<file path="config.mk">
export PLATFORM = sky130hd
export DESIGN_NAME = hub75_scan_ctrl
export DESIGN_NICKNAME = d
export VERILOG_FILES = /design/src/rtl/hub75_scan_ctrl.sv
export SDC_FILE = /design/constraint.sdc
export NUM_CORES = 1
export LEC_CHECK = 0
export ABC_AREA = 1
export BUFFER_PORTS_ARGS = -buffer_cell sky130_fd_sc_hd__buf_2
export CAP_MARGIN = 20
export CORE_MARGIN = 8
export CORE_UTILIZATION = 51
export DETAILED_ROUTE_END_ITERATION = 10
export GPL_TIMING_DRIVEN = 0
export PLACE_DENSITY = 0.74
export SYNTH_ARGS = -nofsm -noshare
export SYNTH_HDL_FRONTEND = slang
export SYNTH_SLANG_ARGS = --single-unit
</file>
<file path="constraint.sdc">
create_clock -name clk -period 1.64 [get_ports clk]
set_input_delay 0.328 -clock clk [delete_from_list [all_inputs] [get_ports clk]]
set_output_delay 0.328 -clock clk [all_outputs]
set_load 0.01 [all_outputs]
</file>
<file path="src/rtl/hub75_scan_ctrl.sv">
// HUB75 scan controller for a 64x32 panel (two 32-row halves).
// Each row pair is shifted, blanked, latched and then displayed for a
// fixed on-time. The pixel source is combinational and is addressed one
// cycle ahead of the pins, so the fetched pixel is registered on the same
// edge that moves the pins to the next column.
module hub75_scan_ctrl #(
    parameter int CLK_DIV      = 1,
    parameter int BLANK_CYCLES = 2,
    parameter int OE_CYCLES    = 64
) (
    input  logic       clk,
    input  logic       rst,
    input  logic       enable,
    output logic [4:0] line,
    output logic [5:0] column,
    input  logic       r1,
    input  logic       g1,
    input  logic       b1,
    input  logic       r2,
    input  logic       g2,
    input  logic       b2,
    output logic       hub_r1,
    output logic       hub_g1,
    output logic       hub_b1,
    output logic       hub_r2,
    output logic       hub_g2,
    output logic       hub_b2,
    output logic       hub_clk,
    output logic       hub_lat,
    output logic       hub_oe_n,
    output logic [4:0] hub_addr,
    output logic       frame_done
);

    // Phase counter spans one full hub_clk period (2*CLK_DIV cycles).
    localparam int PW = $clog2(2 * CLK_DIV + 1);
    // One shared counter serves both BLANK and DISPLAY.
    localparam int CMAX = (BLANK_CYCLES > OE_CYCLES) ? BLANK_CYCLES : OE_CYCLES;
    localparam int CW = $clog2(CMAX + 1);

    localparam logic [PW-1:0] PH_LAST = PW'(2 * CLK_DIV - 1);
    localparam logic [PW-1:0] PH_PRE  = PW'(2 * CLK_DIV - 2);
    localparam logic [PW-1:0] PH_HI   = PW'(CLK_DIV);
    localparam logic [CW-1:0] BLANK_LAST = CW'(BLANK_CYCLES - 1);
    localparam logic [CW-1:0] OE_LAST    = CW'(OE_CYCLES - 1);
    // Only meaningful when OE_CYCLES >= 2; the LATCH state covers OE_CYCLES == 1.
    localparam logic [CW-1:0] OE_PRE     = CW'((OE_CYCLES >= 2) ? OE_CYCLES - 2 : 0);

    typedef enum logic [2:0] {
        IDLE,
        SHIFT,
        BLANK,
        LATCH,
        DISPLAY
    } state_t;

    state_t        state_reg;
    logic [4:0]    row_reg;
    logic [4:0]    line_reg;
    logic [5:0]    column_reg;
    logic [5:0]    col_idx_reg;
    logic [PW-1:0] phase_reg;
    logic [PW-1:0] phase_inc;
    logic [CW-1:0] cnt_reg;
    logic [5:0]    data_reg;
    logic [5:0]    pix_in;
    logic          hub_clk_reg;
    logic          hub_lat_reg;
    logic          hub_oe_n_reg;
    logic [4:0]    hub_addr_reg;
    logic          frame_done_reg;

    assign phase_inc = phase_reg + PW'(1);

    // Pixel bus order: {r1, g1, b1, r2, g2, b2}
    assign pix_in = {r1, g1, b1, r2, g2, b2};

    // Scan sequencer: all pins and source addresses are registered here.
    always_ff @(posedge clk) begin
        if (rst) begin
            state_reg      <= IDLE;
            row_reg        <= 5'd0;
            line_reg       <= 5'd0;
            column_reg     <= 6'd0;
            col_idx_reg    <= 6'd0;
            phase_reg      <= '0;
            cnt_reg        <= '0;
            data_reg       <= 6'd0;
            hub_clk_reg    <= 1'b0;
            hub_lat_reg    <= 1'b0;
            hub_oe_n_reg   <= 1'b1;
            hub_addr_reg   <= 5'd0;
            frame_done_reg <= 1'b0;
        end else begin
            frame_done_reg <= 1'b0;
            case (state_reg)
                IDLE: begin
                    hub_oe_n_reg <= 1'b1;
                    hub_clk_reg  <= 1'b0;
                    hub_lat_reg  <= 1'b0;
                    if (enable) begin
                        state_reg   <= SHIFT;
                        phase_reg   <= '0;
                        col_idx_reg <= 6'd0;
                        data_reg    <= pix_in;
                    end
                end
                SHIFT: begin
                    if (phase_reg == PH_LAST) begin
                        phase_reg   <= '0;
                        hub_clk_reg <= 1'b0;
                        if (col_idx_reg == 6'd63) begin
                            // Last column shifted: data stays on the pins.
                            state_reg    <= BLANK;
                            cnt_reg      <= '0;
                            hub_addr_reg <= row_reg;
                        end else begin
                            col_idx_reg <= col_idx_reg + 6'd1;
                            data_reg    <= pix_in;
                        end
                    end else begin
                        phase_reg   <= phase_inc;
                        hub_clk_reg <= (phase_inc >= PH_HI);
                        // Address the next column one cycle before it is sampled;
                        // after column 63 this wraps to 0, ready for the next row.
                        if (phase_reg == PH_PRE) begin
                            column_reg <= col_idx_reg + 6'd1;
                        end
                    end
                end
                BLANK: begin
                    if (cnt_reg == BLANK_LAST) begin
                        state_reg   <= LATCH;
                        hub_lat_reg <= 1'b1;
                    end else begin
                        cnt_reg <= cnt_reg + CW'(1);
                    end
                end
                LATCH: begin
                    state_reg    <= DISPLAY;
                    hub_lat_reg  <= 1'b0;
                    hub_oe_n_reg <= 1'b0;
                    cnt_reg      <= '0;
                    if (OE_CYCLES == 1) begin
                        line_reg <= row_reg + 5'd1;
                    end
                end
                DISPLAY: begin
                    if (cnt_reg == OE_LAST) begin
                        hub_oe_n_reg   <= 1'b1;
                        row_reg        <= row_reg + 5'd1;
                        frame_done_reg <= (row_reg == 5'd31);
                        if (enable) begin
                            // The next row's column 0 was addressed during this cycle.
                            state_reg   <= SHIFT;
                            phase_reg   <= '0;
                            col_idx_reg <= 6'd0;
                            data_reg    <= pix_in;
                        end else begin
                            state_reg <= IDLE;
                        end
                    end else begin
                        cnt_reg <= cnt_reg + CW'(1);
                        if (OE_CYCLES >= 2 && cnt_reg == OE_PRE) begin
                            line_reg <= row_reg + 5'd1;
                        end
                    end
                end
                default: begin
                    state_reg    <= IDLE;
                    hub_oe_n_reg <= 1'b1;
                    hub_clk_reg  <= 1'b0;
                    hub_lat_reg  <= 1'b0;
                end
            endcase
        end
    end

    assign line       = line_reg;
    assign column     = column_reg;
    assign hub_r1     = data_reg[5];
    assign hub_g1     = data_reg[4];
    assign hub_b1     = data_reg[3];
    assign hub_r2     = data_reg[2];
    assign hub_g2     = data_reg[1];
    assign hub_b2     = data_reg[0];
    assign hub_clk    = hub_clk_reg;
    assign hub_lat    = hub_lat_reg;
    assign hub_oe_n   = hub_oe_n_reg;
    assign hub_addr   = hub_addr_reg;
    assign frame_done = frame_done_reg;

endmodule
</file>
* Word-level counts from Yosys, hierarchy flattened
Index checks and enable logic that the tools add are counted.
** Word-level totals
- Output and inout port bits :: 26
- Register bits after elaboration :: 49
- Logic and storage cells :: 91
- Bits of input ports :: 9
** Cells by class
- Reduce and logical (&&, ||, !) cells :: 18
- Order comparisons :: 1
- Bitwise operators :: 5
- Equality and inequality tests :: 18
- Add/sub/neg operators :: 4
- Multiplexer cells :: 32
** Operators by type and width (number)
- 6-bit two-way mux :: 8
- 6-bit one-hot mux with 3 select lines :: 2
- 7-bit two-way mux :: 4
- 7-bit one-hot mux with 4 select lines :: 1
- 2-bit != test, second input constant :: 8
- 3-bit two-way mux :: 5
- 3-bit one-hot mux with 5 select lines :: 1
- 7-bit by 6-bit equality test with 1-bit output, second input constant :: 2
- 5-bit AND reduction :: 2
- 3-bit AND reduction :: 3
- 2-bit AND reduction :: 4
- 7-bit by 1-bit adder with 7-bit output, second input constant :: 1
- 7-bit by 1-bit equality test with 1-bit output, second input constant :: 1
- 6-bit by 1-bit adder with 6-bit output, second input constant :: 1
- 3-bit by 2-bit equality test with 1-bit output, second input constant :: 2
- 6-bit equality test, second input constant :: 1
- 2-bit two-way mux :: 3
- 2-bit one-hot mux with 3 select lines :: 1
- 3-bit OR reduction :: 2
- 5-bit by 1-bit adder with 5-bit output, second input constant :: 1
- 5-bit equality test, second input constant :: 1
- 1-bit NOT :: 5
- 1-bit two-way mux :: 4
- 1-bit one-hot mux with 2 select lines :: 2
- 12 further kinds :: 13

* Logic depth before layout (Yosys ltp)
Gate-level depths: netlist of the first run.
- Depth after elaboration :: 4
- Depth in mapped cells :: 11
- Gate-level depth less buffers :: 10

* Least setup slack after synthesis of the first run
No wires, ideal clock.
- Kind :: register to register
- Start :: register cnt_reg[0]
- End :: register col_idx_reg[4]
- Data arrival time :: 1.428 ns
- Library setup time :: 0.113 ns
- Clock period less this slack :: 1.541 ns
- Slack :: 0.099 ns
- Required time :: 1.527 ns
- Buffers on the path :: 1
- Cell stages (with the launch flop) :: 12
- Cell sequence :: dfxtp_1 ha_1 inv_1 nor2_2 nand2_1 nand2_4 nand2_4 a21oi_4 buf_6 nand2_1 nand2_1 nor2_1
** Between the ends
- Longest elaborated chain between the ends :: 3
** RTL lines
- start, declared :: RTL line 64 : logic [CW-1:0] cnt_reg;
- start signal, assigned :: RTL line 136 : cnt_reg <= cnt_reg + CW'(1);
- start signal, assigned :: RTL line 163 : cnt_reg <= cnt_reg + CW'(1);
- 7-bit by 6-bit equality test with 1-bit output :: RTL line 149 : if (cnt_reg == OE_LAST) begin
- 2-bit != test (no source line)
- 4-bit AND reduction (no source line)
- end signal, assigned :: RTL line 118 : col_idx_reg <= col_idx_reg + 6'd1;
- end, declared :: RTL line 61 : logic [5:0] col_idx_reg;
No other way between the ends.
A chain may end at the register's enable or synchronous reset.

* Worst setup path after layout of the first run
- Start :: register cnt_reg[1]
- End :: register data_reg[1]
** Between the ends
- Longest elaborated chain between the ends :: 3
** RTL lines
- 7-bit by 6-bit equality test with 1-bit output :: RTL line 149
- 2-bit != test (no source line)
- 4-bit AND reduction (no source line)
- end signal, assigned :: RTL line 105 : data_reg <= pix_in;
- end signal, assigned :: RTL line 119 : data_reg <= pix_in;
- end signal, assigned :: RTL line 158 : data_reg <= pix_in;
- end, declared :: RTL line 65 : logic [5:0] data_reg;
No other way between the ends.

==> impl_summary.txt, run 1 <==
----------------------------------------------------
[Logic synthesis]
  Fraction of registers with async set or reset after synthesis ... 0
  Cell accounting for the most synthesized area ... sky130_fd_sc_hd__dfxtp_1
  Synthesis Warnings ... 0
  Post-synth design cell area ... 2402 um^2
  Prevailing post-synth register cell ... sky130_fd_sc_hd__dfxtp_1
  Mean cell area of the mapped netlist ... 6.864 um^2
  Syn Nets ... 365
  Yosys reg bits ... 49
  Cells after Synth ... 350
  Post-synth EDFFs ... 0
  Distinct cell type count after synthesis ... 32
  Proportion of synthesized chip area in sequential cells ... 0.4083
  Area contributors post-synth ... sky130_fd_sc_hd__dfxtp_1 41%, sky130_fd_sc_hd__nand2_1 12%, sky130_fd_sc_hd__nor2_1 10%, sky130_fd_sc_hd__inv_1 7.0%, sky130_fd_sc_hd__nand3_1 5.2%
  Area share of the largest cell type after synthesis ... 0.4083

[Setup path]
  CP startpoint kind ... flip-flop
  Cells along the critical path ... ha_4, inv_2, nor2_4, nand2_2, nand2_4, nand2_4, a21oi_4, buf_6, nand2_1, nand2_1, nor2_1
  Largest stage delay on the critical path ... roughly 0.38 ns
  Cell with the biggest individual delay on the critical path ... sky130_fd_sc_hd__dfxtp_4
  Buffering stage count on the worst path with inverters included ... 2
  Maximum fanout along the worst path ... 6
  Worst Path Arrival ... around 1.8 ns
  Type of the worst setup path ... reg2reg
  Kind of end point of the critical path ... flip-flop
  CP required ... around 1.8 ns
  Gate family responsible for the most delay along the worst path ... simple AND/OR/NAND/NOR gates

[Pwr]
  P per Cell Area ... 1679 nW/um^2
  Static leakage ... 1.389 nW
  Max VDD drop ... about 1.2 mV

[Finish]
  Area grow syn2layout ... 22.55%
  Number of flip-flops under the largest register name ... 7
  Post-layout util ... 0.6359
  Fraction of final layout cells sized beyond drive strength 1 ... 0.2438
  Inserted Diodes ... 0
  Total number of nets in the final design ... 420

[STA]
  Max frequency ... 0.6279 GHz
  Final clock skew ... 0.008891 ns
  Worst slew pin tran ... 0.4905 ns
  Final critical-path required period ... approximately 1.6 ns
  Worst hold-check slack ... 0.3165 ns
  Number of hold violations in the final report ... 0
  Setup violations, final ... 0
  Fin crit share ... 0.9711
  Number of pins with negative max-slew slack in the final report ... 0
  Unrepaired setup endpoints after global routing ... yes
  Headroom to the max-slew limit ... 0.6730

[Route]
  Iteration-0 DRC count of the detailed router ... 136
  DRT Pass-1 Iters ... 5
  DRC ... 0
  Vias per Instance ... 4.924
  Post-detailed-routing wire length ... 5.302 mm
  Vias after detailed routing ... 2265
  Antenna viol nets, final ... 0
  Average wire per cell in the routed design ... 11.53 um

[Clocking]
  Clock slew seen by the registers of the worst setup and hold paths ... 0.09 ns
  TritonCTS clock tree ... yes
  H-tree depth reported by CTS ... 2
  Number of hold buffers added after CTS ... 0
  Clock root cell ... sky130_fd_sc_hd__clkbuf_8
  Sinks on the clock net ... 49
  Inserted Clock Buffers ... 5
  Worst-skew pair later-pin latency ... 0.30 ns
  CTS Buffer Depth ... 2

[Place]
  Post-detail-place hpwl ... 3.787 mm
  Routability Congestion ... 0.8240
  Count of input and output buffers ... 34

[Floorplanning]
  Overall die height ... 84.63 um
  Starting utilization of the core area ... 0.5189
  Die Wd ... 84.63 um
  Core Region ... 4629 um^2
  Count of standard-cell rows ... 25
  Die Outline Area ... 7162 um^2
  IO Pins ... 35

[Global routing]
  Congestion Overflow GR ... 0
  Pin count of the biggest net entering global routing ... 17
  Number of antenna violations at the first check in global routing ... 0
  GRT Overall Usage ... 0.1497
  First-pass GRT wire length ... 8.859 mm
  Via count of the first global-routing pass ... 2050

[Hold path]
  Class of the tightest hold or removal check ... in2reg

[Job]
  Number of max-capacitance violations reported ... 0

[Outcome]
  Result of the run ... completed

----------------------------------------------------
==> metrics by stage <==
step	instances	area [um^2]	setup TNS [ns]	worst slack [ns]	power, mW
floorplan	350	2402	0	0.09899	3.264
global placement	438	2640	-1.166	-0.1135	3.732
detailed placement	438	2640	-1.732	-0.1619	3.765
CTS	449	2801	0	0.0005177	4.784
global route	460	2944	-0.5298	-0.05416	5.382
finish	460	2944	0	0.04741	4.944
==> layout make-up <==
type,instances,area [um^2]
Buffer,9,63.81
Clock buffer,5,68.82
Clock inverter,3,43.79
Fill cell,434,1685
Inverter,48,180.2
Multi-Input combinational cell,244,1242
Sequential cell,49,994.7
Tap cell,54,67.56
Timing Repair Buffer,48,282.8
==> cells by family after synthesis <==
kind of cell               after synthesis  share of synthesized area
AOI/OAI and AO/OA                       49                     0.1156
xor gates and xnor gates                 5                    0.01823
adders and majority gates                6                    0.03125
DFF                                     49                     0.4083
buffers and inverters                   57                    0.09739
and+or+nand+nor                        184                     0.3292
==> Yosys cell counts (2+ instances only) <==
library cell               instances
sky130_fd_sc_hd__a211oi_1          2
sky130_fd_sc_hd__a21oi_1          21
sky130_fd_sc_hd__buf_1             3
sky130_fd_sc_hd__buf_6             2
sky130_fd_sc_hd__clkbuf_1          2
sky130_fd_sc_hd__dfxtp_1          49
sky130_fd_sc_hd__ha_1              6
sky130_fd_sc_hd__inv_1            45
sky130_fd_sc_hd__inv_2             3
sky130_fd_sc_hd__nand2_1          76
sky130_fd_sc_hd__nand2_2           4
sky130_fd_sc_hd__nand2_4           2
sky130_fd_sc_hd__nand3_1          25
sky130_fd_sc_hd__nand4_1           3
sky130_fd_sc_hd__nor2_1           64
sky130_fd_sc_hd__nor2_2            3
sky130_fd_sc_hd__nor2_4            2
sky130_fd_sc_hd__nor3_1            2
sky130_fd_sc_hd__o211ai_1          2
sky130_fd_sc_hd__o21ai_0          19
sky130_fd_sc_hd__xor2_1            4
==> worst paths after layout <==
path                               endpoint  slack, ns        start  cells past startpoint
worst min-delay path            data_reg[4]       0.32           g1                      5
worst max-delay path            data_reg[1]       0.05   cnt_reg[1]                     11
worst min register to register  hub_addr[3]       0.44  hub_addr[3]                      2
worst max register to register  data_reg[1]       0.05   cnt_reg[1]                     11
==> where the power goes <==
part / total [mW] / internal, mW / leakage [nW] / switching, mW
sequential: 1.66 / 1.47 / 0.403 / 0.195
combinational: 2.43 / 0.996 / 0.927 / 1.43
clock: 0.854 / 0.457 / 0.0585 / 0.397
total: 4.94 / 2.92 / 1.39 / 2.02
==> cells in the final DEF, fill, tap and decap left out, drive strengths merged <==
cell | Yosys | routed
a211oi | 2 | 2
a21oi | 23 | 23
buf | 7 | 55
bufinv | 0 | 1
clkbuf | 2 | 7
clkinv | 0 | 1
dfxtp | 49 | 49
ha | 6 | 6
inv | 48 | 49
nand2 | 82 | 82
nand3 | 26 | 26
nand4 | 3 | 3
nor2 | 69 | 69
nor3 | 2 | 2
o211ai | 2 | 2
o21ai | 20 | 20
o21bai | 1 | 1
o22ai | 1 | 1
or2 | 2 | 2
xnor2 | 1 | 1
xor2 | 4 | 4
==> repair_timing <==
item / 4_1_cts / 5_1_grt
pin swaps: 1 / 6
endpoints found under the setup margin: 22 / 30
buffers inserted: 2 / 10
gates cloned: 1 / 1
gates resized for setup: 11 / 25
==> metal layers <==
metal  vias to the layer above  routed length [um]  GRT usage  share of wire
met5                         -                   0          0              0
met2                        49                2531     0.2548           0.48
met3                         9                 274    0.04683          0.052
met4                         0                  90    0.06149          0.017
met1                      1004                2406     0.1686           0.45
li1                       1203                   -          -              -
==> worst min-delay path, cell delays in order <==
cell	delay, ns
sky130_fd_sc_hd__buf_2	0.07
sky130_fd_sc_hd__inv_1	0.03
sky130_fd_sc_hd__nand2_1	0.05
sky130_fd_sc_hd__nand2_1	0.04
sky130_fd_sc_hd__nor2_1	0.07
Note: power is estimated with default switching activity, not from simulation.
==> run 2: changes to the inputs <==
--- a/config.mk
+++ b/config.mk
@@ -13,6 +13,7 @@
 export DETAILED_ROUTE_END_ITERATION = 10
 export GPL_TIMING_DRIVEN = 0
 export PLACE_DENSITY = 0.74
+export REMOVE_ABC_BUFFERS = 1
 export SYNTH_ARGS = -nofsm -noshare
 export SYNTH_HDL_FRONTEND = slang
 export SYNTH_SLANG_ARGS = --single-unit
==> run 2 against run 1 <==
Non-clock buffer count decreased by 12. Flip-flop and latch count unchanged. Worst setup slack improved by 0.018 ns. Count of clock-buffer cells in the layout increased by 1. Core utilization decreased by 0.81 points. Die area unchanged.
==> impl_summary.txt, run 2 (synthesis results as in run 1) <==
----------------------------------------------------
[Route]
  Routed met3 length ... 224 um (was 274 um)
  Total met2 wirelength after detailed routing ... 2.665 mm (was 2.531 mm)
  Antenna viol nets, final ... 0 (unchanged)
  Vias per Instance ... 4.942 (was 4.924)
  DRC ... 0 (unchanged)
  Top routing layer used ... met4 (unchanged)
  DRT Pass-1 Iters ... 4 (was 5)
  Average wire per cell in the routed design ... 11.87 um (was 11.53 um)
  Met1 WL ... 2.342 mm (was 2.406 mm)
  Iteration-0 DRC count of the detailed router ... 103 (was 136)
  Post-detailed-routing wire length ... 5.329 mm (was 5.302 mm)
  Vias after detailed routing ... 2219 (was 2265)

[Finish]
  Fraction of final layout cells sized beyond drive strength 1 ... 0.2304 (was 0.2438)
  Area grow syn2layout ... 20.99% (was 22.55%)
  Inserted Diodes ... 0 (unchanged)
  Top library cells by usage in the layout, fill and taps aside ... 75 x sky130_fd_sc_hd__nand2_1, 61 x sky130_fd_sc_hd__nor2_1, 44 x sky130_fd_sc_hd__inv_1 (was 74 x sky130_fd_sc_hd__nand2_1, 60 x sky130_fd_sc_hd__nor2_1, 43 x sky130_fd_sc_hd__inv_1)
  Post-route cell area ... 2907 um^2 (was 2944 um^2)
  Commonest non-fill, non-tap cell in the layout ... sky130_fd_sc_hd__nand2_1 (unchanged)
  Area of combinational cells with multiple inputs ... 1272 um^2 (was 1242 um^2)
  Storage element area ... 997.2 um^2 (was 994.7 um^2)
  Post-layout util ... 0.6278 (was 0.6359)
  Total number of nets in the final design ... 409 (was 420)
  Number of flip-flops under the largest register name ... 7 (unchanged)
  Number of filler cells placed in the layout ... 424 (was 434)

[STA]
  Number of hold violations in the final report ... 0 (unchanged)
  Worst slew pin tran ... 0.5137 ns (was 0.4905 ns)
  Final clock skew ... 0.002736 ns (was 0.008891 ns)
  Final worst-path setup slack ... 0.06534 ns (was 0.04741 ns)
  Fin crit share ... 0.9602 (was 0.9711)
  Max frequency ... 0.6351 GHz (was 0.6279 GHz)
  Number of pins with negative max-slew slack in the final report ... 0 (unchanged)
  Final critical-path required period ... 1.575 ns (was 1.593 ns)
  Final total negative setup slack ... 0 ns (unchanged)
  Headroom to the max-slew limit ... 0.6572 (was 0.6730)
  Setup violations, final ... 0 (unchanged)

[Pwr]
  Max VDD drop ... 0.6823 mV (was 1.201 mV)
  P per Cell Area ... 1690 nW/um^2 (was 1679 nW/um^2)
  Static leakage ... 1.354 nW (was 1.389 nW)
  Total power ... 4.912 mW (was 4.944 mW)

[Floorplanning]
  Die Wd ... 84.63 um (unchanged)
  Core Region ... 4629 um^2 (unchanged)
  IO Pins ... 35 (unchanged)
  Die Outline Area ... 7162 um^2 (unchanged)
  Overall die height ... 84.63 um (unchanged)
  Starting utilization of the core area ... 0.5189 (unchanged)
  Count of standard-cell rows ... 25 (unchanged)

[Hold path]
  Class of the tightest hold or removal check ... in2reg (unchanged)
  Worst hold path endpoint ... data_reg[2] (was data_reg[4])
  Launch point of the worst hold path ... r2 (was g1)
  Number of cells traversed by the worst hold path ... 5 (unchanged)

[Clocking]
  TritonCTS clock tree ... yes (unchanged)
  Sinks on the clock net ... 49 (unchanged)
  Inserted Clock Buffers ... 5 (unchanged)
  Number of hold buffers added after CTS ... 0 (unchanged)
  H-tree depth reported by CTS ... 2 (unchanged)
  Clock root cell ... sky130_fd_sc_hd__clkbuf_8 (unchanged)
  CTS Buffer Depth ... 2 (unchanged)
  Clock slew seen by the registers of the worst setup and hold paths ... 0.09 ns (about the same)
  Worst-skew pair later-pin latency ... 0.30 ns (about the same)

[Outcome]
  Result of the run ... completed (unchanged)

[Place]
  Total placed instance area ... 2586 um^2 (was 2640 um^2)
  Pre-CTS WS ... -0.2962 ns (was -0.1619 ns)
  Post-detail-place hpwl ... 3.481 mm (was 3.787 mm)
  Routability Congestion ... 0.9246 (was 0.8240)
  Count of input and output buffers ... 34 (unchanged)

[Setup path]
  CP startpoint kind ... flip-flop (unchanged)
  Kind of end point of the critical path ... flip-flop (unchanged)
  Cell depth of the worst flop-to-flop path ... 11 (unchanged)
  Buffering stage count on the worst path with inverters included ... 2 (unchanged)
  Worst R2R End ... col_idx_reg[0] (was data_reg[1])
  Launch point of the critical path ... cnt_reg[0] (was cnt_reg[1])
  Worst reg2reg setup slack ... 0.07 ns (was 0.05 ns)
  CP required ... 1.85 ns (was 1.84 ns)
  Critical register-to-register path startpoint ... cnt_reg[0] (was cnt_reg[1])
  Worst Path Arrival ... 1.78 ns (was 1.79 ns)
  Type of the worst setup path ... reg2reg (unchanged)
  Gate family responsible for the most delay along the worst path ... simple AND/OR/NAND/NOR gates (unchanged)
  Largest stage delay on the critical path ... 0.39 ns (was 0.38 ns)
  Maximum fanout along the worst path ... 6 (unchanged)
  Cell with the biggest individual delay on the critical path ... sky130_fd_sc_hd__dfxtp_4 (unchanged)
  Cells along the critical path ... ha_4, inv_1, nor2_4, nand2_2, nand2_4, nand2_4, a21oi_4, clkbuf_16, nand2_1, nand2_1, nor2_1 (was ha_4, inv_2, nor2_4, nand2_2, nand2_4, nand2_4, a21oi_4, buf_6, nand2_1, nand2_1, nor2_1)

[Global routing]
  Via count of the first global-routing pass ... 1981 (was 2050)
  GRT Overall Usage ... 0.1473 (was 0.1497)
  Congestion Overflow GR ... 0 (unchanged)
  Number of antenna violations at the first check in global routing ... 0 (unchanged)
  Pin count of the biggest net entering global routing ... 39 (was 17)
  First-pass GRT wire length ... 8.742 mm (was 8.859 mm)

[Job]
  Number of max-capacitance violations reported ... 0 (unchanged)

----------------------------------------------------
==> run 2: stage by stage <==
step / cells / hold WS (ns)
after detailed placement: 429 / 0.4329
after floorplan: 341 / 0.3971
after CTS: 442 / 0.3065
final: 449 / 0.3118
after global placement: 429 / 0.4308
after global routing: 449 / 0.3271
==> run 2: layout make-up <==
type	count	area share
clock buffers	6	0.02497
clock inverters	2	0.004735
inverters	48	0.06199
multi-input cells	245	0.4378
flip-flops and latches	49	0.3431
well taps	54	0.02325
repair buffers	45	0.1042
==> run 2: worst max-delay path by stage <==
stage	to	cells past startpoint	slack (ns)
floorplan	col_idx_reg[0]	10	-0.002
global placement	data_reg[0]	10	-0.26
detailed placement	data_reg[4]	10	-0.30
CTS	cnt_reg[1]	9	0.001
global route	data_reg[0]	11	-0.05
finish	col_idx_reg[0]	11	0.07
==> run 2: worst reg2reg max path: stages, from the launching register on <==
cell                        delay (ns)
sky130_fd_sc_hd__dfxtp_4          0.39
sky130_fd_sc_hd__ha_4             0.15
sky130_fd_sc_hd__inv_1            0.08
sky130_fd_sc_hd__nor2_4           0.11
sky130_fd_sc_hd__nand2_2          0.09
sky130_fd_sc_hd__nand2_4          0.09
sky130_fd_sc_hd__nand2_4          0.07
sky130_fd_sc_hd__a21oi_4          0.19
sky130_fd_sc_hd__clkbuf_16        0.18
sky130_fd_sc_hd__nand2_1          0.05
sky130_fd_sc_hd__nand2_1          0.05
sky130_fd_sc_hd__nor2_1           0.03
==> run 2: power by group <==
part           total [mW]  leakage [nW]  switching, mW  internal, mW
Clock               0.712        0.0456          0.407         0.304
Sequential           1.68         0.404          0.216          1.47
Combinational        2.52         0.904           1.47          1.05
==> run 2: what timing repair did <==
item | in CTS | in global routing
setup buffers | 4 | 5
gates cloned | 1 | 1
setup endpoints to repair | 17 | 36
pin swaps | 0 | 5
gates resized for setup | 8 | 21
==> run 2: layer usage <==
layer / GRT usage / up-vias
li1: - / 1184
met1: 0.1704 / 980
met2: 0.2505 / 43
met3: 0.03610 / 12
met4: 0.06472 / 0
met5: 0 / -
